$ cat config.mk
export PLATFORM = sky130hd
export DESIGN_NAME = accum_stage
export DESIGN_NICKNAME = d
export VERILOG_FILES = /design/src/rtl/accum_stage.sv
export SDC_FILE = /design/constraint.sdc
export NUM_CORES = 1
export LEC_CHECK = 0
export ABC_CLOCK_PERIOD_IN_PS = 8800
export CORE_MARGIN = 2
export CORE_UTILIZATION = 49
export DETAILED_ROUTE_END_ITERATION = 16
export GPL_ROUTABILITY_DRIVEN = 0
export PLACE_DENSITY = 0.83
export SETUP_SLACK_MARGIN = 0.2
export SYNTH_ARGS = -nofsm -noshare
export SYNTH_HDL_FRONTEND = slang
export SYNTH_SLANG_ARGS = --single-unit
$ cat constraint.sdc
create_clock -name clk -period 8.8 [get_ports clk]
set_input_delay 1.76 -clock clk [delete_from_list [all_inputs] [get_ports clk]]
set_output_delay 1.76 -clock clk [all_outputs]
set_load 0.01 [all_outputs]
$ cat src/rtl/accum_stage.sv
// Group accumulator: sums unsigned operands until in_last, then holds the result
// (sum, sticky carry, saturating beat count) until the downstream accepts it.

module fulladder_nbit #(
  parameter int N = 8
) (
  input  logic [N-1:0] a_i,
  input  logic [N-1:0] b_i,
  input  logic         cin_i,
  output logic [N-1:0] sum_o,
  output logic         overflow_o
);

  logic [N:0] carry;

  assign carry[0] = cin_i;

  for (genvar i = 0; i < N; i++) begin : g_bit
    assign sum_o[i]     = a_i[i] ^ b_i[i] ^ carry[i];
    assign carry[i + 1] = (a_i[i] & b_i[i]) | (carry[i] & (a_i[i] ^ b_i[i]));
  end

  assign overflow_o = carry[N];

endmodule

module accum_stage #(
  parameter int N     = 8,
  parameter int CNT_W = 4
) (
  input  logic             clk,
  input  logic             rst_n,
  input  logic             in_valid,
  output logic             in_ready,
  input  logic [N-1:0]     in_data,
  input  logic             in_last,
  output logic             out_valid,
  input  logic             out_ready,
  output logic [N-1:0]     out_sum,
  output logic             out_overflow,
  output logic [CNT_W-1:0] out_count
);

  typedef enum logic [1:0] {
    IDLE,
    ACC,
    HOLD
  } state_e;

  localparam logic [CNT_W-1:0] CNT_MAX = '1;
  localparam logic [CNT_W-1:0] CNT_ONE = CNT_W'(1);

  state_e           state_q, state_d;
  logic [N-1:0]     acc_q, acc_d;
  logic             ovf_q, ovf_d;
  logic [CNT_W-1:0] cnt_q, cnt_d;

  logic [N-1:0]     add_sum;
  logic             add_cout;
  logic [CNT_W-1:0] cnt_inc;

  fulladder_nbit #(.N(N)) u_add (
    .a_i        (acc_q),
    .b_i        (in_data),
    .cin_i      (1'b0),
    .sum_o      (add_sum),
    .overflow_o (add_cout)
  );

  assign cnt_inc = (cnt_q == CNT_MAX) ? cnt_q : cnt_q + CNT_ONE;

  // NOTE: every signal driven here gets a default first so no path can infer a latch.
  always_comb begin
    state_d   = state_q;
    acc_d     = acc_q;
    ovf_d     = ovf_q;
    cnt_d     = cnt_q;
    in_ready  = 1'b0;
    out_valid = 1'b0;

    case (state_q)
      IDLE: begin
        in_ready = 1'b1;
        if (in_valid) begin
          acc_d   = in_data;
          ovf_d   = 1'b0;
          cnt_d   = CNT_ONE;
          state_d = in_last ? HOLD : ACC;
        end
      end
      ACC: begin
        in_ready = 1'b1;
        if (in_valid) begin
          acc_d   = add_sum;
          ovf_d   = ovf_q | add_cout;
          cnt_d   = cnt_inc;
          state_d = in_last ? HOLD : ACC;
        end
      end
      HOLD: begin
        // Result and operand never overlap: the next group starts from IDLE.
        out_valid = 1'b1;
        if (out_ready) state_d = IDLE;
      end
      default: state_d = IDLE;
    endcase
  end

  // NOTE: state registers use non-blocking assignments so all flops update together.
  always_ff @(posedge clk) begin
    if (!rst_n) begin
      state_q <= IDLE;
      acc_q   <= '0;
      ovf_q   <= 1'b0;
      cnt_q   <= '0;
    end else begin
      state_q <= state_d;
      acc_q   <= acc_d;
      ovf_q   <= ovf_d;
      cnt_q   <= cnt_d;
    end
  end

  assign out_sum      = acc_q;
  assign out_overflow = ovf_q;
  assign out_count    = cnt_q;

endmodule

After elaboration in Yosys (flattened, before gate mapping)
Cells that the tools add are included.

word-level totals
  bits in registers = 15
  input port bits = 13
  output and inout port bits = 15

cells by class
  bitwise operators = 38
  equality and inequality tests = 8
  reduce and logical (&&, ||, !) cells = 6
  muxes and demuxes = 16
  $add $sub $neg = 1

operator list
  operator               count
  $mux W8                2
  $pmux W8 S2            1
  $and A1 B1 Y1          15
  $xor A1 B1 Y1          15
  $mux W4                3
  $ne A2 B2 Y1 const B   4
  $or A1 B1 Y1           8
  $pmux W4 S2            1
  $mux W2                3
  $add A4 B1 Y4 const B  1
  $eq A4 B4 Y1 const B   1
  $mux W1                4
  $pmux W2 S2            1
  $reduce_and A4 Y1      1
  $reduce_and A3 Y1      1
  $eq A2 B1 Y1 const B   1
  $eq A2 B2 Y1 const B   1
  $logic_not A2 Y1       1
  $ne A2 B1 Y1 const B   1
  $pmux W1 S2            1
  $reduce_and A2 Y1      1
  $reduce_bool A2 Y1     1
  $reduce_or A2 Y1       1

Depth between registers and ports, before layout
Gate-level depths: netlist (run 1).

  depth after elaboration = 18
  depth in mapped cells = 12
  gate-level depth less buffers = 12

Modules after synthesis
Synthesis (run 1) repeated with hierarchy kept, for this count alone.

second synthesis, totals
  cells, all modules = 94
  area, all modules = 955.9 um^2

modules (own cells, without submodules)
  module          times used  sequential area each (um^2)  cells an instance  area each (um^2)
  accum_stage     1           300.3                        76                 758.2
  fulladder_nbit  1           0.0                          18                 197.7

Least setup slack after synthesis (run 1)
OpenSTA, ideal clock, no wires.

  path type = input-to-reg
  start point = in in_data[0]
  end point = reg acc_q[7], in the netlist out_sum[7]
  data required time = 8.721 ns
  cell stages on the path = 12
  arrival = 4.793 ns
  slack = 3.927 ns
  path through = ha_1 -> fa_1 -> fa_1 -> fa_1 -> fa_1 -> inv_1 -> fa_1 -> inv_1 -> fa_1 -> fa_1 -> mux2i_1 -> a211oi_2

on the way
  longest elaborated chain between the ends = 16

RTL lines
  item                        line  RTL
  from (decl)                 35    input logic [N-1:0] in_data,
  $and A1 B1 Y1 (2 in a row)  20    assign carry[i + 1] = (a_i[i] & b_i[i]) | (carry[i] & (a_i[i] ^ b_i[i]));
  $or A1 B1 Y1                20
  $and A1 B1 Y1               20
  $or A1 B1 Y1                20
  $and A1 B1 Y1               20
  $or A1 B1 Y1                20
  $and A1 B1 Y1               20
  $or A1 B1 Y1                20
  $and A1 B1 Y1               20
  $or A1 B1 Y1                20
  $and A1 B1 Y1               20
  $or A1 B1 Y1                20
  $xor A1 B1 Y1               19    assign sum_o[i] = a_i[i] ^ b_i[i] ^ carry[i];
  $mux W8                     93    if (in_valid) begin
  $pmux W8 S2                 81    case (state_q)
  to (signal assigned)        113   acc_q <= '0;
  to (signal assigned)        118   acc_q <= acc_d;
  to (decl)                   54    logic [N-1:0] acc_q, acc_d;

No other way between the ends. The select of a mux whose other input is x is not followed.
A chain may end at the register's enable or synchronous reset.

Worst setup path in the final report (run 1)
Ends and elaborated chain as after synthesis.

==> results of run 1 <==
==> Yosys cell counts (2+ instances only) <==
master    count
a21oi_1       4
o21ai_0       3
dfxtp_1      15
nand4_1       2
mux2i_1       7
buf_4         2
ha_1          2
nor3_1        2
buf_6         2
nor2_1       10
a211oi_2      8
inv_1         7
nand2_1       2
fa_1          7
==> flip-flops by register name, summed over array words and instances, names as in the netlist <==
| signal | flops |
|---|---|
| out_sum | 8 |
| out_count | 4 |
| out_overflow | 1 |
| state_q | 2 |
==> kinds of logic after synthesis <==
kind of cell,share of synthesized area [%]
flops,32.9
simple gates,13.6
buf+inv,7.53
fa+ha+maj,18.1
compound gates,20.3
mux,7.67
==> power breakdown <==
| group | switching [mW] | internal [mW] | leakage, nW |
|---|---|---|---|
| combinational | 0.0193 | 0.0245 | 0.312 |
| sequential | 0.00587 | 0.0725 | 0.124 |
| clock | 0.0227 | 0.0176 | 0.0150 |
==> worst min path at each step <==
| stage | slack [ps] | cells past startpoint | startpoint | to |
|---|---|---|---|---|
| after floorplan | 450 | 1 | state_q[1]$_SDFFE_PN0P_ | state_q[0]$_SDFFE_PN0P_ |
| after global placement | 460 | 2 | out_overflow$_SDFFE_PN0P_ | out_overflow$_SDFFE_PN0P_ |
| after detailed placement | 490 | 2 | out_overflow$_SDFFE_PN0P_ | out_overflow$_SDFFE_PN0P_ |
| after CTS | 510 | 1 | state_q[1]$_SDFFE_PN0P_ | state_q[0]$_SDFFE_PN0P_ |
| after global routing | 550 | 2 | out_sum[5]$_SDFFE_PN0P_ | out_sum[5]$_SDFFE_PN0P_ |
| final | 510 | 1 | state_q[1]$_SDFFE_PN0P_ | state_q[0]$_SDFFE_PN0P_ |
==> placed cells by master, fill, tap and decap left out, types with 2 or more instances in the layout <==
| cell type | count |
|---|---|
| clkdlybuf4s50_1 | 27 |
| mux2i_1 | 7 |
| fa_1 | 7 |
| inv_1 | 7 |
| nand4_1 | 2 |
| nand2_1 | 2 |
| ha_1 | 2 |
| a211oi_2 | 8 |
| clkbuf_4 | 3 |
| nor2_1 | 10 |
| o21ai_0 | 3 |
| dfxtp_1 | 15 |
| nor3_1 | 2 |
| a21oi_1 | 4 |
==> final cells by class <==
| cell class | count | area, µm² |
|---|---|---|
| clock buffers | 4 | 26.3 |
| fillers | 150 | 547 |
| inverters | 7 | 26.3 |
| multi-input cells | 60 | 544 |
| flip-flops and latches | 15 | 300 |
| well taps | 25 | 31.3 |
| repair buffers | 27 | 270 |
==> per-stage QoR <==
| step | hold slack, ps | worst slack (ps) | cell area (µm²) | power (mW) | util, % |
|---|---|---|---|---|---|
| after CTS | 511 | 3590 | 1200 | 0.164 | 68.7 |
| after detailed placement | 486 | 3300 | 1170 | 0.125 | 67.2 |
| after floorplan | 451 | 3930 | 913 | 0.106 | - |
| after global routing | 550 | 3470 | 1200 | 0.173 | 68.7 |
| after global placement | 458 | 3390 | 1170 | 0.123 | 67.2 |
| final | 510 | 3630 | 1200 | 0.163 | 68.7 |
==> routing by layer <==
layer	track usage, %	up-vias
met5	0	-
met4	6.67	0
met3	3.85	7
met2	31.0	27
met1	20.6	350
li1	-	360
==> worst max-delay path: stages <==
cell and delay (ps):
clkdlybuf4s50_1 430, ha_1 220, fa_1 380, fa_1 400, fa_1 400, fa_1 360, inv_1 70, fa_1 150
inv_1 50, fa_1 370, fa_1 490, mux2i_1 80, a211oi_2 230
==> results.py, run 1 <==
metrics = {
    "yosys": {
        "netlist.area_leader.share_pct": 32.9,
        "yosysTopAreaCell": "dfxtp_1",
        "async_reset_ff_share_pct": 0,
        "synthCells": 87,
        "ys_seq_elements": 15,
        "synth_area_leaders": "dfxtp_1 33%, fa_1 15%, a211oi_2 11%",
        "synth_area_um2": 913,
        "ys_seq_area_share_pct": 32.9,
        "avgSynthCellArea_um2": 10.5,
        "synth_edf_count": 0,
        "synth.net_count": 109,
        "synth_flop_cell": "dfxtp_1",
        "synth.distinct_cells": 28,
        "ys_warn_count": 0,
    },
    "pwr": {
        "leakage_nw": 0.451,
        "ir_worst_vdd_v": 0.0000883,
        "p_per_area_nw_per_um2": 136,
    },
    "global_route": {
        "grt_max_degree": 22,
        "track_usage_pct": 17.5,
        "grt_pass1_wl_um": 2730,
        "grt_pass1_vias": 659,
        "antenna_found_initial": 0,
        "overflow": 0,
    },
    "setup_path": {
        "crit_path_start_kind": "input port",
        "crit_required_ps": 9010,
        "path_class": "in2reg",
        "cp-endpoint": "out_sum[7]$_SDFFE_PN0P_",
        "cp-startpoint": "in_data[0]",
        "r2r-end": "out_sum[7]$_SDFFE_PN0P_",
        "end_kind": "register",
        "cp.arrival_ps": 5380,
        "rr_startpoint": "out_sum[0]$_SDFFE_PN0P_",
        "reg2reg_depth": 12,
        "r2r_slack_ps": 5230,
        "crit_fanout": 2,
    },
    "flow_run": {
        "drv_cap": 0,
    },
    "final_layout": {
        "diodes": 0,
        "final_cells": 138,
        "final_net_count": 136,
        "drive_gt1_share_pct": 12.4,
        "area_delta_synth_final_pct": 31.2,
    },
    "detailed_routing": {
        "wl_met1_um": 750,
        "first_pass_iters": 4,
        "vias": 744,
        "drt_iter0_markers": 5,
        "drc_errors": 0,
        "wl_per_cell_um": 12.3,
        "maxUsedRoutingLayer": "met4",
        "antenna_left": 0,
        "wl_met2_um": 839,
        "drt-vias-per-instance": 5.39,
        "wl_met3_um": 86,
        "drt_wl_total_um": 1700,
    },
    "clock_network": {
        "cts_setup_buffers": 0,
        "cts_root_buffer": "clkbuf_4",
        "cts_hold_buf": 0,
        "cts_buffers": 3,
        "post_cts_resized": 0,
        "cts_tree": "yes",
        "cts_sinks": 15,
        "h-tree-depth": 1,
        "clkTransAtPathRegs_ps": 90,
        "clock_path_buffers": 2,
        "clk_latency_ps": 280,
    },
    "timing": {
        "tightest_slew_ps": 726,
        "finalSetupTns_ps": 0,
        "fin_crit_sh_pct": 58.8,
        "hold_viol": 0,
        "period_minus_slack_ps": 5170,
        "skew_ps": 4.75,
        "fmax_ghz": 0.193,
        "maxSlewHeadroom_pct": 51.5,
        "finalMaxSlewViolations": 0,
        "rsz0062_at_grt": "false",
        "setup_viol": 0,
    },
    "die": {
        "num_rows": 15,
        "core_area_um2": 1750,
        "initial_utilization_pct": 52.3,
        "die_h_um": 47.2,
        "die_x_um": 47.2,
        "die_area_um2": 2230,
        "boundaryPins": 28,
    },
    "outcome": {
        "status": "complete, no violations",
    },
    "placement": {
        "hpwl_um": 1260,
        "dpl.cell_count": 134,
        "port_buffers": 27,
    },
    "worst_hold_path": {
        "hold_class": "reg2reg",
    },
}
(Power assumes the default switching activity.)
==> inputs of run 2 (changes only) <==
Settings changed: ABC_CLOCK_PERIOD_IN_PS 8800 to 4150, CORE_UTILIZATION 49 to 41, PLACE_DENSITY 0.83 to 0.74.
Clock period 8.8 ns to 4.15 ns, I/O delays scaled along.
==> results.py, run 2 (synthesized netlist as in run 1, its figures left out) <==
metrics = {
    "timing": {
        "setup_slack_ps": 304,
        "fin_crit_sh_pct": 92.7,
        "setup_viol": 0,
        "skew_ps": 9.13,
        "finalMaxSlewViolations": 0,
        "hold_ws_ps": 478,
        "tightest_slew_ps": 766,
        "rsz0062_at_grt": "true",
        "fmax_ghz": 0.260,
        "hold_viol": 0,
        "maxSlewHeadroom_pct": 48.9,
        "period_minus_slack_ps": 3850,
    },
    "detailed_routing": {
        "drt_iter0_markers": 9,
        "first_pass_iters": 3,
        "drt-vias-per-instance": 5.15,
        "antenna_left": 0,
        "vias": 726,
        "wl_per_cell_um": 12.1,
        "drc_errors": 0,
        "drt_wl_total_um": 1710,
    },
    "setup_path": {
        "cpPeakStageDelay_ps": 480,
        "r2r-end": "out_sum[7]$_SDFFE_PN0P_",
        "path_class": "in2reg",
        "crit_path_start_kind": "input port",
        "crit_family": "adder cells",
        "cp_cell_sequence": "dlygate4sd2_1 -> ha_2 -> fa_2 -> fa_2 -> fa_2 -> fa_1 -> inv_1 -> fa_1 -> inv_1 -> fa_2 -> fa_1 -> mux2i_1 -> a211oi_2",
        "crit_required_ps": 4350,
        "r2r_slack_ps": 770,
        "crit_fanout": 2,
        "cp-startpoint": "in_data[0]",
        "end_kind": "register",
        "critical_path.most_common_cell": "fa_2",
        "reg2reg_depth": 12,
        "critPathBufInv": 3,
        "rr_startpoint": "out_sum[0]$_SDFFE_PN0P_",
        "cp-endpoint": "out_sum[7]$_SDFFE_PN0P_",
        "cp_num_cells": 13,
        "cp.arrival_ps": 4050,
        "cp_slowest_cell": "fa_1",
    },
    "final_layout": {
        "largest_register_ffs": 8,
        "diodes": 0,
        "mostFrequentLayoutCell": "clkdlybuf4s50_1",
        "fin_area_um2": 1220,
        "area_delta_synth_final_pct": 33.3,
        "final_cell_mix": "25 x clkdlybuf4s50_1, 15 x dfxtp_1, 10 x nor2_1",
        "drive_gt1_share_pct": 17.7,
        "final_net_count": 136,
        "postLayoutCoreUtil_pct": 56.7,
    },
    "clock_network": {
        "cts_hold_buf": 0,
        "cts_tree": "yes",
        "cts_buffers": 3,
        "h-tree-depth": 1,
        "clock_path_buffers": 2,
        "clk_latency_ps": 280,
        "cts_root_buffer": "clkbuf_4",
        "clkTransAtPathRegs_ps": 90,
        "cts_setup_buffers": 0,
        "cts_sinks": 15,
    },
    "pwr": {
        "clkPwrFrac_pct": 24.4,
        "swShare_pct": 29.8,
        "switching_power_mw": 0.103,
        "power.internal_mw": 0.242,
        "finalPower_mw": 0.344,
        "ir_worst_vdd_v": 0.000165,
        "leakage_nw": 0.457,
        "comb_power_share_pct": 27.2,
        "p_per_area_nw_per_um2": 283,
        "p_seq_share_pct": 48.4,
    },
    "die": {
        "initial_utilization_pct": 42.5,
        "num_rows": 17,
        "core_area_um2": 2150,
        "die_x_um": 51.2,
        "die_area_um2": 2620,
        "boundaryPins": 28,
        "die_h_um": 51.2,
    },
    "global_route": {
        "grt_pass1_wl_um": 2920,
        "track_usage_pct": 14.7,
        "antenna_found_initial": 0,
        "overflow": 0,
        "grt_max_degree": 22,
        "grt_pass1_vias": 693,
    },
    "placement": {
        "dpl_cell_area_um2": 1180,
        "dp_slack_ps": -400,
        "hpwl_um": 1250,
        "port_buffers": 27,
    },
    "outcome": {
        "status": "complete, no violations",
    },
    "worst_hold_path": {
        "hold_class": "reg2reg",
    },
    "flow_run": {
        "drv_cap": 0,
    },
}
==> run 2: worst min-delay path by stage <==
| stage | startpoint | end | slack (ps) | cells after the start |
|---|---|---|---|---|
| after floorplan | state_q[1]$_SDFFE_PN0P_ | state_q[0]$_SDFFE_PN0P_ | 450 | 1 |
| after global placement | out_overflow$_SDFFE_PN0P_ | out_overflow$_SDFFE_PN0P_ | 460 | 2 |
| after detailed placement | out_overflow$_SDFFE_PN0P_ | out_overflow$_SDFFE_PN0P_ | 460 | 2 |
| after CTS | out_overflow$_SDFFE_PN0P_ | out_overflow$_SDFFE_PN0P_ | 490 | 2 |
| after global routing | out_overflow$_SDFFE_PN0P_ | out_overflow$_SDFFE_PN0P_ | 530 | 2 |
| final | out_overflow$_SDFFE_PN0P_ | out_overflow$_SDFFE_PN0P_ | 480 | 2 |
==> run 2: power by group through the flow <==
stage | Sequential, mW | Clock, mW | Combinational (mW)
floorplan | 0.169 | 0 | 0.0567
global placement | 0.169 | 0 | 0.0915
detailed placement | 0.170 | 0 | 0.0949
CTS | 0.167 | 0.0888 | 0.0964
global route | 0.169 | 0.0983 | 0.106
finish | 0.167 | 0.0839 | 0.0937
==> run 2: layout make-up <==
cell class              count  area (µm²)
well taps                  28        35.0
fillers                   190         931
inverters                   7        26.3
repair buffers             27         272
multi-input cells          60         557
flip-flops and latches     15         300
clock inverters             1        5.00
clock buffers               3        22.5
==> run 2: timing repair <==
action	4_1_cts	5_1_grt
endpoints found under the setup margin	2	1
pin swaps	1	1
gates resized for setup	6	1
==> run 2: metrics by stage <==
stage	TNS, ps	instances
2_1_floorplan	0	87
3_3_place_gp	-525	137
3_5_place_dp	-609	137
4_1_cts	0	141
5_1_grt	0	141
6_report	0	141
==> run 2: worst reg2reg max path, delay by kind of cell (launching register included) <==
family	cells	cell delay, ps
buffers and inverters	2	120
adders and majority gates	8	2530
DFF	1	340
AOI/OAI and AO/OA	1	230
muxes	1	70
==> run 2: layer usage <==
metal / vias to the layer above / track usage (%) / wire (µm)
met1: 350 / 17.8 / 739
met4: 0 / 6.76 / 12
met5: - / 0 / 0
met3: 2 / 2.05 / 86
met2: 16 / 25.8 / 871
li1: 358 / - / -
==> inputs of run 3 (changes only) <==
Settings changed: CAP_MARGIN from default to 20.
==> results of run 3 <==
Final layout, timing and power as in run 2 (identical DEF).
==> RTL edit: new RTL, config.mk and constraints of run 2 <==
Encoding of `state_e`: now one-hot (3 bits for 3 states).
--- a/src/rtl/accum_stage.sv
+++ b/src/rtl/accum_stage.sv
@@ -41,10 +41,10 @@
   output logic [CNT_W-1:0] out_count
 );
 
-  typedef enum logic [1:0] {
-    IDLE,
-    ACC,
-    HOLD
+  typedef enum logic [2:0] {
+    IDLE = 3'b001,
+    ACC  = 3'b010,
+    HOLD = 3'b100
   } state_e;
 
   localparam logic [CNT_W-1:0] CNT_MAX = '1;
Behaviour: same outputs for any inputs over 10 cycles, from zero or initial values and one cycle with rst_n low; not proved beyond that.
==> RTL edit against run 2 <==
  * Total power increased by 5.3%
  * Wire length increased by 29%
  * Largest cell class unchanged
  * Final area increased by 10%
  * Sequential power increased by 7%
  * Largest power group unchanged
  * Critical endpoint unchanged
  * Clock power decreased by 4.2%
  * Non-clock buffer count unchanged
  * Synthesized area increased by 16%
  * Sequential cell count increased by 1
  * Worst setup slack improved by 0.038 ns
  * Clock skew decreased by 0.0063 ns
  * Global-route usage increased by 2.3 points
==> RTL edit: results (changes against run 2) <==
power_and_ir_drop:
  comb-power_w: 0.000105  # was 0.0000937 W
  irDropWorstVdd_uv: 150  # was 165 uV
  switching_share: 0.302  # was 0.298
  power-per-cell-area_nw_per_um2: 270  # was 283 nW/um^2
  p_clk_w: 0.0000804  # was 0.0000839 W
  net-switching-power_w: 0.000110  # was 0.000103 W
logic_synthesis:
  synth.area.mux_share: 0.00945  # was 0.0767
  synth_area_in_compound_gates: 0.204  # was 0.203
  fraction_of_the_mapped_netlist_area_in_adder_cells: 0.156  # was 0.181
  yosys-top-cells-area: "dfxtp_1, fa_1, nand2_1"  # was dfxtp_1, fa_1, a211oi_2
  synth_xor_xnor_area_share: 0.0153  # was 0
  syn_nets: 148  # was 109
  yosys.cell_types.count: 31  # was 28
  yosysSeqAreaShare: 0.302  # was 0.329
cells_and_area:
  fill_cells: 243  # was 190
  non_clk_invs: 13  # was 7
  layout.comb_gates.multi_input: 89  # was 60
  clkCellAreaFrac: 0.0167  # was 0.0226
  num-nets-final: 172  # was 136
  multi_input_area_share: 0.480  # was 0.457
  fraction_of_final_layout_cells_with_drive_strength_greater_than_1: 0.0878  # was 0.177
  buf_share: 0.201  # was 0.223
place:
  place_ws_ns: -0.0887  # was -0.400 ns
  placed_cell_area_sq_um: 1310  # was 1180 sq um
  placedCellCount: 175  # was 137
sta:
  worst-slew-pin-transition_ns: 0.636  # was 0.766 ns
  hold-worst-slack_ns: 0.497  # was 0.478 ns
  min_period_over_period: 0.918  # was 0.927
  clock_skew_ns: 0.00282  # was 0.00913 ns
clock_network:
  cts.sinks: 16  # was 15
  cts.htree.levels: 1  # unchanged
  clock_insertion_delay_worst_skew_ns: 0.28  # about the same
detailed_routing:
  detail_route.vias_per_cell: 5.31  # was 5.15
  drt_pre_antenna_iters: 4  # was 3
  drt_iter0_markers: 11  # was 9
global_routing:
  via_count_of_the_first_global_routing_pass: 894  # was 693
  global_route.usage.total: 0.170  # was 0.147
  grt_start_max_net_pins: 20  # was 22
  grt_pass1_wl_um: 3650  # was 2920 um
floorplanning:
  nWellTaps: 30  # was 28
critical_path:
  cpMaxStageDelayCell: "clkdlybuf4s50_1"  # was fa_1
  critPathCapture: "out_sum[7]"  # unchanged
  reg2reg_slack_ns: 1.01  # was 0.77 ns
  timing.critical_path.arrival_ns: 3.95  # was 4.05 ns
  cp_slowest_stage_delay_ns: 0.48  # about the same
  rr_worst_depth: 14  # was 12
worst_hold_path:
  worst_hold_startpoint: "out_sum[4]"  # was out_overflow
  worst_hold_path_type: "reg -> reg"  # unchanged
  whs_endpoint: "out_sum[4]"  # was out_overflow
status:
  result_of_the_run: "completed"  # unchanged
==> RTL edit: cell count changes after synthesis, sizes merged, moves of 6 or more <==
cell / delta
nand2: +16
a211oi: -7
a31oi: +7
inv: +6
mux2i: -6
o21ai: +6
==> RTL edit: per-layer routing <==
metal | vias to the layer above | GRT usage | part of all wire
met1 | 449 | 0.205 | 0.43
met3 | 2 | 0.0164 | 0.034
li1 | 476 | - | -
met4 | 0 | 0.0875 | 0.012
met5 | - | 0 | 0
met2 | 19 | 0.298 | 0.52
==> RTL edit: what timing repair did <==
item | in CTS | in global routing
setup endpoints to repair | 0 | 2
resized for setup | 0 | 4
buffers inserted | 0 | 0
==> RTL edit: logic make-up (layout without fill, tap and decap cells) <==
group | after synthesis | in the layout
and+or+nand+nor | 45 | 45
AOI/OAI and AO/OA | 33 | 33
buffers and inverters | 21 | 43
DFF | 16 | 16
adders and majority gates | 9 | 9
xor gates and xnor gates | 1 | 1
muxes | 1 | 1
